### src/rtl/sram_arb_pkg.sv
// Shared widths, owner encoding and payload/lock types for sram_req_arbiter.
package sram_arb_pkg;

  localparam int unsigned ADDR_W = 32;
  localparam int unsigned DATA_W = 32;
  localparam int unsigned STRB_W = 4;
  localparam int unsigned SIZE_W = 2;

  localparam logic OWNER_INST = 1'b0;
  localparam logic OWNER_DATA = 1'b1;

  typedef struct packed {
    logic              wr;
    logic [SIZE_W-1:0] size;
    logic [ADDR_W-1:0] addr;
    logic [STRB_W-1:0] wstrb;
    logic [DATA_W-1:0] wdata;
  } sram_req_t;

  typedef enum logic [1:0] {
    LOCK_NONE = 2'd0,
    LOCK_INST = 2'd1,
    LOCK_DATA = 2'd2
  } lock_state_e;

  function automatic lock_state_e lock_of(input logic owner);
    return (owner == OWNER_DATA) ? LOCK_DATA : LOCK_INST;
  endfunction

endpackage

### src/rtl/sram_req_arbiter_owner_fifo.sv
// Owner FIFO: records which master owns each accepted transaction, in order.
module owner_fifo #(
  parameter int unsigned DEPTH = 4
) (
  input  logic clk,
  input  logic resetn,
  input  logic push_i,
  input  logic owner_i,
  input  logic pop_i,
  output logic full_o,
  output logic empty_o,
  output logic head_o
);

  localparam int unsigned PTR_W = $clog2(DEPTH);
  localparam int unsigned CNT_W = $clog2(DEPTH) + 1;

  logic [DEPTH-1:0] mem_q;
  logic [PTR_W-1:0] wr_q, wr_d;
  logic [PTR_W-1:0] rd_q, rd_d;
  logic [CNT_W-1:0] cnt_q, cnt_d;
  logic             do_push;
  logic             do_pop;

  assign full_o  = (cnt_q == CNT_W'(DEPTH));
  assign empty_o = (cnt_q == '0);
  assign head_o  = mem_q[rd_q];
  assign do_push = push_i & ~full_o;
  assign do_pop  = pop_i & ~empty_o;

  // Power-of-two depth: pointers wrap naturally.
  always_comb begin
    wr_d  = wr_q;
    rd_d  = rd_q;
    cnt_d = cnt_q + CNT_W'(do_push) - CNT_W'(do_pop);
    if (do_push) wr_d = wr_q + PTR_W'(1);
    if (do_pop)  rd_d = rd_q + PTR_W'(1);
  end

  always_ff @(posedge clk) begin
    if (!resetn) begin
      wr_q  <= '0;
      rd_q  <= '0;
      cnt_q <= '0;
    end else begin
      wr_q  <= wr_d;
      rd_q  <= rd_d;
      cnt_q <= cnt_d;
    end
  end

  always_ff @(posedge clk) begin
    if (do_push) mem_q[wr_q] <= owner_i;
  end

endmodule

### src/rtl/sram_req_arbiter.sv
// Two-master (inst/data) to one-slave SRAM-like bus arbiter with in-order response routing.
// Define SRAM_ARB_RR_EN for round-robin ties; default is fixed data-over-inst priority.
module sram_req_arbiter
  import sram_arb_pkg::*;
#(
  parameter int unsigned MAX_OUTSTANDING = 4
) (
  input  logic              clk,
  input  logic              resetn,

  input  logic              inst_sram_req,
  input  logic              inst_sram_wr,
  input  logic [SIZE_W-1:0] inst_sram_size,
  input  logic [ADDR_W-1:0] inst_sram_addr,
  input  logic [STRB_W-1:0] inst_sram_wstrb,
  input  logic [DATA_W-1:0] inst_sram_wdata,
  output logic              inst_sram_addr_ok,
  output logic              inst_sram_data_ok,
  output logic [DATA_W-1:0] inst_sram_rdata,

  input  logic              data_sram_req,
  input  logic              data_sram_wr,
  input  logic [SIZE_W-1:0] data_sram_size,
  input  logic [ADDR_W-1:0] data_sram_addr,
  input  logic [STRB_W-1:0] data_sram_wstrb,
  input  logic [DATA_W-1:0] data_sram_wdata,
  output logic              data_sram_addr_ok,
  output logic              data_sram_data_ok,
  output logic [DATA_W-1:0] data_sram_rdata,

  output logic              sram_req,
  output logic              sram_wr,
  output logic [SIZE_W-1:0] sram_size,
  output logic [ADDR_W-1:0] sram_addr,
  output logic [STRB_W-1:0] sram_wstrb,
  output logic [DATA_W-1:0] sram_wdata,
  input  logic              sram_addr_ok,
  input  logic              sram_data_ok,
  input  logic [DATA_W-1:0] sram_rdata
);

  sram_req_t   inst_fields;
  sram_req_t   data_fields;
  sram_req_t   win_fields;
  lock_state_e lock_q, lock_d;
  logic        win_valid;
  logic        win_owner;
  logic        tie_owner;
  logic        req_c;
  logic        accept;
  logic        resp_valid;
  logic        fifo_full;
  logic        fifo_empty;
  logic        fifo_head;

  assign inst_fields = '{wr: inst_sram_wr, size: inst_sram_size, addr: inst_sram_addr,
                         wstrb: inst_sram_wstrb, wdata: inst_sram_wdata};
  assign data_fields = '{wr: data_sram_wr, size: data_sram_size, addr: data_sram_addr,
                         wstrb: data_sram_wstrb, wdata: data_sram_wdata};

`ifdef SRAM_ARB_RR_EN
  logic last_owner_q, last_owner_d;

  assign last_owner_d = accept ? win_owner : last_owner_q;
  assign tie_owner    = ~last_owner_q;

  always_ff @(posedge clk) begin
    if (!resetn) last_owner_q <= OWNER_INST;
    else         last_owner_q <= last_owner_d;
  end
`else
  assign tie_owner = OWNER_DATA;
`endif

  // Lock FSM: a request left pending by the slave pins the grant to its master.
  always_ff @(posedge clk) begin
    if (!resetn) lock_q <= LOCK_NONE;
    else         lock_q <= lock_d;
  end

  always_comb begin
    lock_d    = lock_q;
    win_valid = 1'b0;
    win_owner = OWNER_INST;
    req_c     = 1'b0;
    case (lock_q)
      LOCK_INST: begin
        win_valid = 1'b1;
        win_owner = OWNER_INST;
      end
      LOCK_DATA: begin
        win_valid = 1'b1;
        win_owner = OWNER_DATA;
      end
      default: begin
        if (!fifo_full) begin
          win_valid = inst_sram_req | data_sram_req;
          if (inst_sram_req & data_sram_req) win_owner = tie_owner;
          else                               win_owner = data_sram_req ? OWNER_DATA : OWNER_INST;
        end
      end
    endcase
    req_c = win_valid & ~fifo_full & resetn;
    if (req_c) lock_d = sram_addr_ok ? LOCK_NONE : lock_of(win_owner);
  end

  assign accept     = req_c & sram_addr_ok;
  assign win_fields = !win_valid ? '0 : ((win_owner == OWNER_DATA) ? data_fields : inst_fields);

  assign sram_req   = req_c;
  assign sram_wr    = win_fields.wr;
  assign sram_size  = win_fields.size;
  assign sram_addr  = win_fields.addr;
  assign sram_wstrb = win_fields.wstrb;
  assign sram_wdata = win_fields.wdata;

  assign inst_sram_addr_ok = accept & (win_owner == OWNER_INST);
  assign data_sram_addr_ok = accept & (win_owner == OWNER_DATA);

  // A response with nothing outstanding is dropped rather than routed.
  assign resp_valid        = sram_data_ok & ~fifo_empty & resetn;
  assign inst_sram_data_ok = resp_valid & (fifo_head == OWNER_INST);
  assign data_sram_data_ok = resp_valid & (fifo_head == OWNER_DATA);
  assign inst_sram_rdata   = sram_rdata;
  assign data_sram_rdata   = sram_rdata;

  owner_fifo #(
    .DEPTH (MAX_OUTSTANDING)
  ) u_owner_fifo (
    .clk     (clk),
    .resetn  (resetn),
    .push_i  (accept),
    .owner_i (win_owner),
    .pop_i   (resp_valid),
    .full_o  (fifo_full),
    .empty_o (fifo_empty),
    .head_o  (fifo_head)
  );

endmodule

### config.mk
export PLATFORM = sky130hd
export DESIGN_NAME = sram_req_arbiter
export DESIGN_NICKNAME = d
export VERILOG_FILES = /design/src/rtl/sram_arb_pkg.sv /design/src/rtl/sram_req_arbiter_owner_fifo.sv /design/src/rtl/sram_req_arbiter.sv
export SDC_FILE = /design/constraint.sdc
export NUM_CORES = 1
export LEC_CHECK = 0
export BUFFER_PORTS_ARGS = -buffer_cell sky130_fd_sc_hd__buf_2
export CORE_AREA = 2 2 123 125
export DETAILED_ROUTE_END_ITERATION = 6
export DIE_AREA = 0 0 125 127
export GPL_TIMING_DRIVEN = 1
export PLACE_DENSITY_LB_ADDON = 0.12
export SETUP_SLACK_MARGIN = 0.4
export SLEW_MARGIN = 20
export SYNTH_ARGS = -nofsm -noshare
export SYNTH_HDL_FRONTEND = slang
export SYNTH_HIERARCHICAL = 1
export SYNTH_SLANG_ARGS = --single-unit
### constraint.sdc
create_clock -name clk -period 4.52 [get_ports clk]
set_input_delay 1.356 -clock clk [delete_from_list [all_inputs] [get_ports clk]]
set_output_delay 1.356 -clock clk [all_outputs]
set_load 0.005 [all_outputs]
==> impl_metrics.py <==
metrics = {
    "layout": {
        "n_fill_cell": 1669,
        "ff_latch_area_sq_um": 300,
        "final_cell_area_sq_um": 2900,
        "multi_input_area_sq_um": 1080,
        "drive_above_1_share_pct": 62.8,
        "final_cell_count_no_fill": 563,
        "syn2layout_area_growth_pct": 43.8,
        "finish.net_count": 568,
        "final_core_util_pct": 20.1,
        "num_antenna_cells": 0,
    },
    "worst_hold_path": {
        "hold_depth": 2,
        "min_from": "lock_q[0]",
        "min_path_type": "reg -> reg",
        "min_to": "lock_q[0]",
    },
    "sta": {
        "slew_violations": 0,
        "tns_ns": 0,
        "setup_violations": 0,
        "hold_violations": 0,
        "finClkSkew_ns": 0.00421,
        "tightest_slew_ns": 0.476,
        "max_freq_ghz": 0.256,
        "maxSlewHeadroom_pct": 68.1,
        "min_period_over_period_pct": 86.4,
        "fin_ws_ns": 0.617,
        "grt_setup_unrepaired": "false",
        "hold_ws_ns": 0.459,
        "min_period_ns": 3.90,
    },
    "placed_design": {
        "hpwlAfterDp_um": 7610,
        "dp_slack_ns": 0.601,
        "dp_cells": 559,
        "port_buffers": 223,
        "gp_congestion": 0.902,
        "dpl_cell_area_sq_um": 2820,
    },
    "clock_tree": {
        "hold_buffers": 0,
        "cts_resized": 0,
        "cts_buffer_depth": 2,
        "clock_sinks": 13,
        "cts.clk_slew.worst_paths_ns": 0.04,
        "clock-root-buffer": "clkbuf_16",
        "post_cts_buffers": 0,
        "htree_levels": 1,
        "numCtsBuffers": 3,
        "cts_tree": "built",
        "clk_latency_ns": 0.24,
    },
    "yosys": {
        "synth_cells": 228,
        "syn_area_per_cell_sq_um": 8.83,
        "yosysWarnings": 6,
        "syn_area_sq_um": 2010,
        "synth.yosys.seq_area_share_pct": 14.9,
        "synth.distinct_cells": 33,
        "syn_nets": 416,
        "synth_seq_cells": 13,
    },
    "global_routing": {
        "grt_use_met3_pct": 2.93,
        "grtUsageMet2_pct": 18.5,
        "grt_most_used_layer": "met2",
        "grt_pass1_wl_um": 13200,
        "grt_use_met1_pct": 12.8,
        "grtUsageTotal_pct": 10.4,
        "grt_pass1_vias": 2218,
        "antenna_found_initial": 0,
        "grt_overflow": 0,
        "grt_max_degree": 76,
    },
    "setup_path": {
        "cp_max_fo": 49,
        "reg2reg_to": "u_owner_fifo/cnt_q[2]",
        "cp.required_ns": 3.16,
        "worstPathArrival_ns": 2.55,
        "worst-r2r-cell-count": 15,
        "startpoint_type": "primary input",
        "endpoint_kind": "output pin",
        "path_class": "in -> out",
        "reg2reg_slack_ns": 1.48,
        "r2r-start": "lock_q[0]",
    },
    "run_status": {
        "outcome": "finished, final reports clean",
    },
    "routing": {
        "totalWireLength_um": 9140,
        "via_per_inst": 3.98,
        "wire_per_inst_um": 16.2,
        "drtAntennaViolNets": 0,
        "drtIter0Drc": 73,
        "dr.pass1.iters": 6,
        "vias": 2240,
        "drc": 0,
    },
    "power_and_ir_drop": {
        "vdd_drop_max_v": 0.000281,
        "leakagePower_nw": 1.59,
        "power_mw": 1.26,
        "p_per_area_nw_per_um2": 434,
    },
    "floorplanning": {
        "die_w_um": 125,
        "die-area_sq_um": 15900,
        "std_cell_rows": 44,
        "initial_core_util_pct": 14.0,
        "dieHeight_um": 127,
        "core_area_sq_um": 14400,
        "ios": 320,
    },
    "run": {
        "cap_violations": 0,
    },
}
-- registers in the layout, indices dropped and copies added, names as in the netlist --
register	cells
u_owner_fifo/mem_q	4
u_owner_fifo/cnt_q	3
lock_q	2
u_owner_fifo/rd_q	2
u_owner_fifo/wr_q	2
-- synth_stat cells --
library cell / count / area, sq um
nor3_1: 1 / 5.00
nor2_1: 1 / 3.75
a211o_1: 1 / 8.76
nor3b_2: 1 / 12.5
nand4b_1: 1 / 8.76
a21boi_1: 2 / 15.0
nand2_1: 9 / 33.8
o21ai_0: 2 / 10.0
o21ai_1: 1 / 5.00
dfxtp_1: 9 / 180
nor2b_1: 5 / 31.3
clkbuf_1: 1 / 3.75
a22o_1: 71 / 622
or3_1: 1 / 6.26
nand4bb_1: 2 / 22.5
ha_1: 7 / 87.6
nor3b_1: 1 / 7.51
xnor2_1: 2 / 17.5
o21ai_2: 1 / 8.76
mux2i_1: 3 / 30.0
nand2_2: 1 / 6.26
nand2b_2: 1 / 8.76
nor3_2: 1 / 10.0
buf_2: 8 / 40.0
mux4_2: 1 / 22.5
and2_1: 9 / 56.3
inv_1: 6 / 22.5
buf_6: 8 / 90.1
edfxtp_1: 4 / 120
buf_4: 64 / 480
nand3b_1: 1 / 7.51
fa_1: 1 / 20.0
and3b_1: 1 / 8.76
-- worst max path at each step --
stage                        startpoint             to  slack, ns
after CTS                 data_sram_req   sram_addr[8]       0.58
final                     data_sram_req   sram_addr[6]       0.62
after global routing      data_sram_req  sram_addr[10]       0.51
after detailed placement  data_sram_req   sram_addr[8]       0.60
after global placement    data_sram_req   sram_addr[8]       0.60
after floorplan           data_sram_req   sram_addr[0]       1.16
-- worst max-delay path: stages --
cell	delay [ns]
buf_2	0.12
nand4bb_1	0.22
o21ai_4	0.22
buf_12	0.29
a22o_1	0.18
buf_2	0.13
-- layout by cell type (no fill, tap or decap), types with 3 or more instances in the layout --
master     instances
edfxtp_1           4
and2_1             9
mux2i_1            3
buf_2            223
buf_4              3
dfxtp_1            9
ha_1               7
clkbuf_16          3
nor2b_1            5
inv_1              6
a22o_1            71
nand2_1            9
-- cell type report --
| class | count | area share (%) |
|---|---|---|
| timing repair buffer | 228 | 40.7 |
| multi-input combinational | 128 | 37.4 |
| clock inverter | 1 | 0.173 |
| sequential | 13 | 10.4 |
| tap | 184 | 7.95 |
| clock buffer | 3 | 2.59 |
| inverter | 6 | 0.778 |
-- cell families after synthesis --
logic type	count (synthesis)	synth area share, %
adder cells (fa/ha/maj)	8	5.34
XOR/XNOR	2	0.870
flip-flops	13	14.9
AO/OA/AOI/OAI	78	33.3
AND/OR/NAND/NOR	36	11.4
buffers and inverters	87	31.6
multiplexers	4	2.61
-- routing by layer --
layer / vias up / wire length, um / part of all wire, %
li1: 1079 / - / -
met1: 1026 / 3660 / 40
met2: 129 / 4630 / 51
met3: 6 / 816 / 8.9
met4: 0 / 39 / 0.43
met5: - / 0 / 0
-- power by group --
group | total, mW | internal [mW] | switching (mW)
logic | 0.933 | 0.464 | 0.470
clock network | 0.165 | 0.117 | 0.0473
registers | 0.158 | 0.142 | 0.0158
Power figures use the tool's default switching activity.
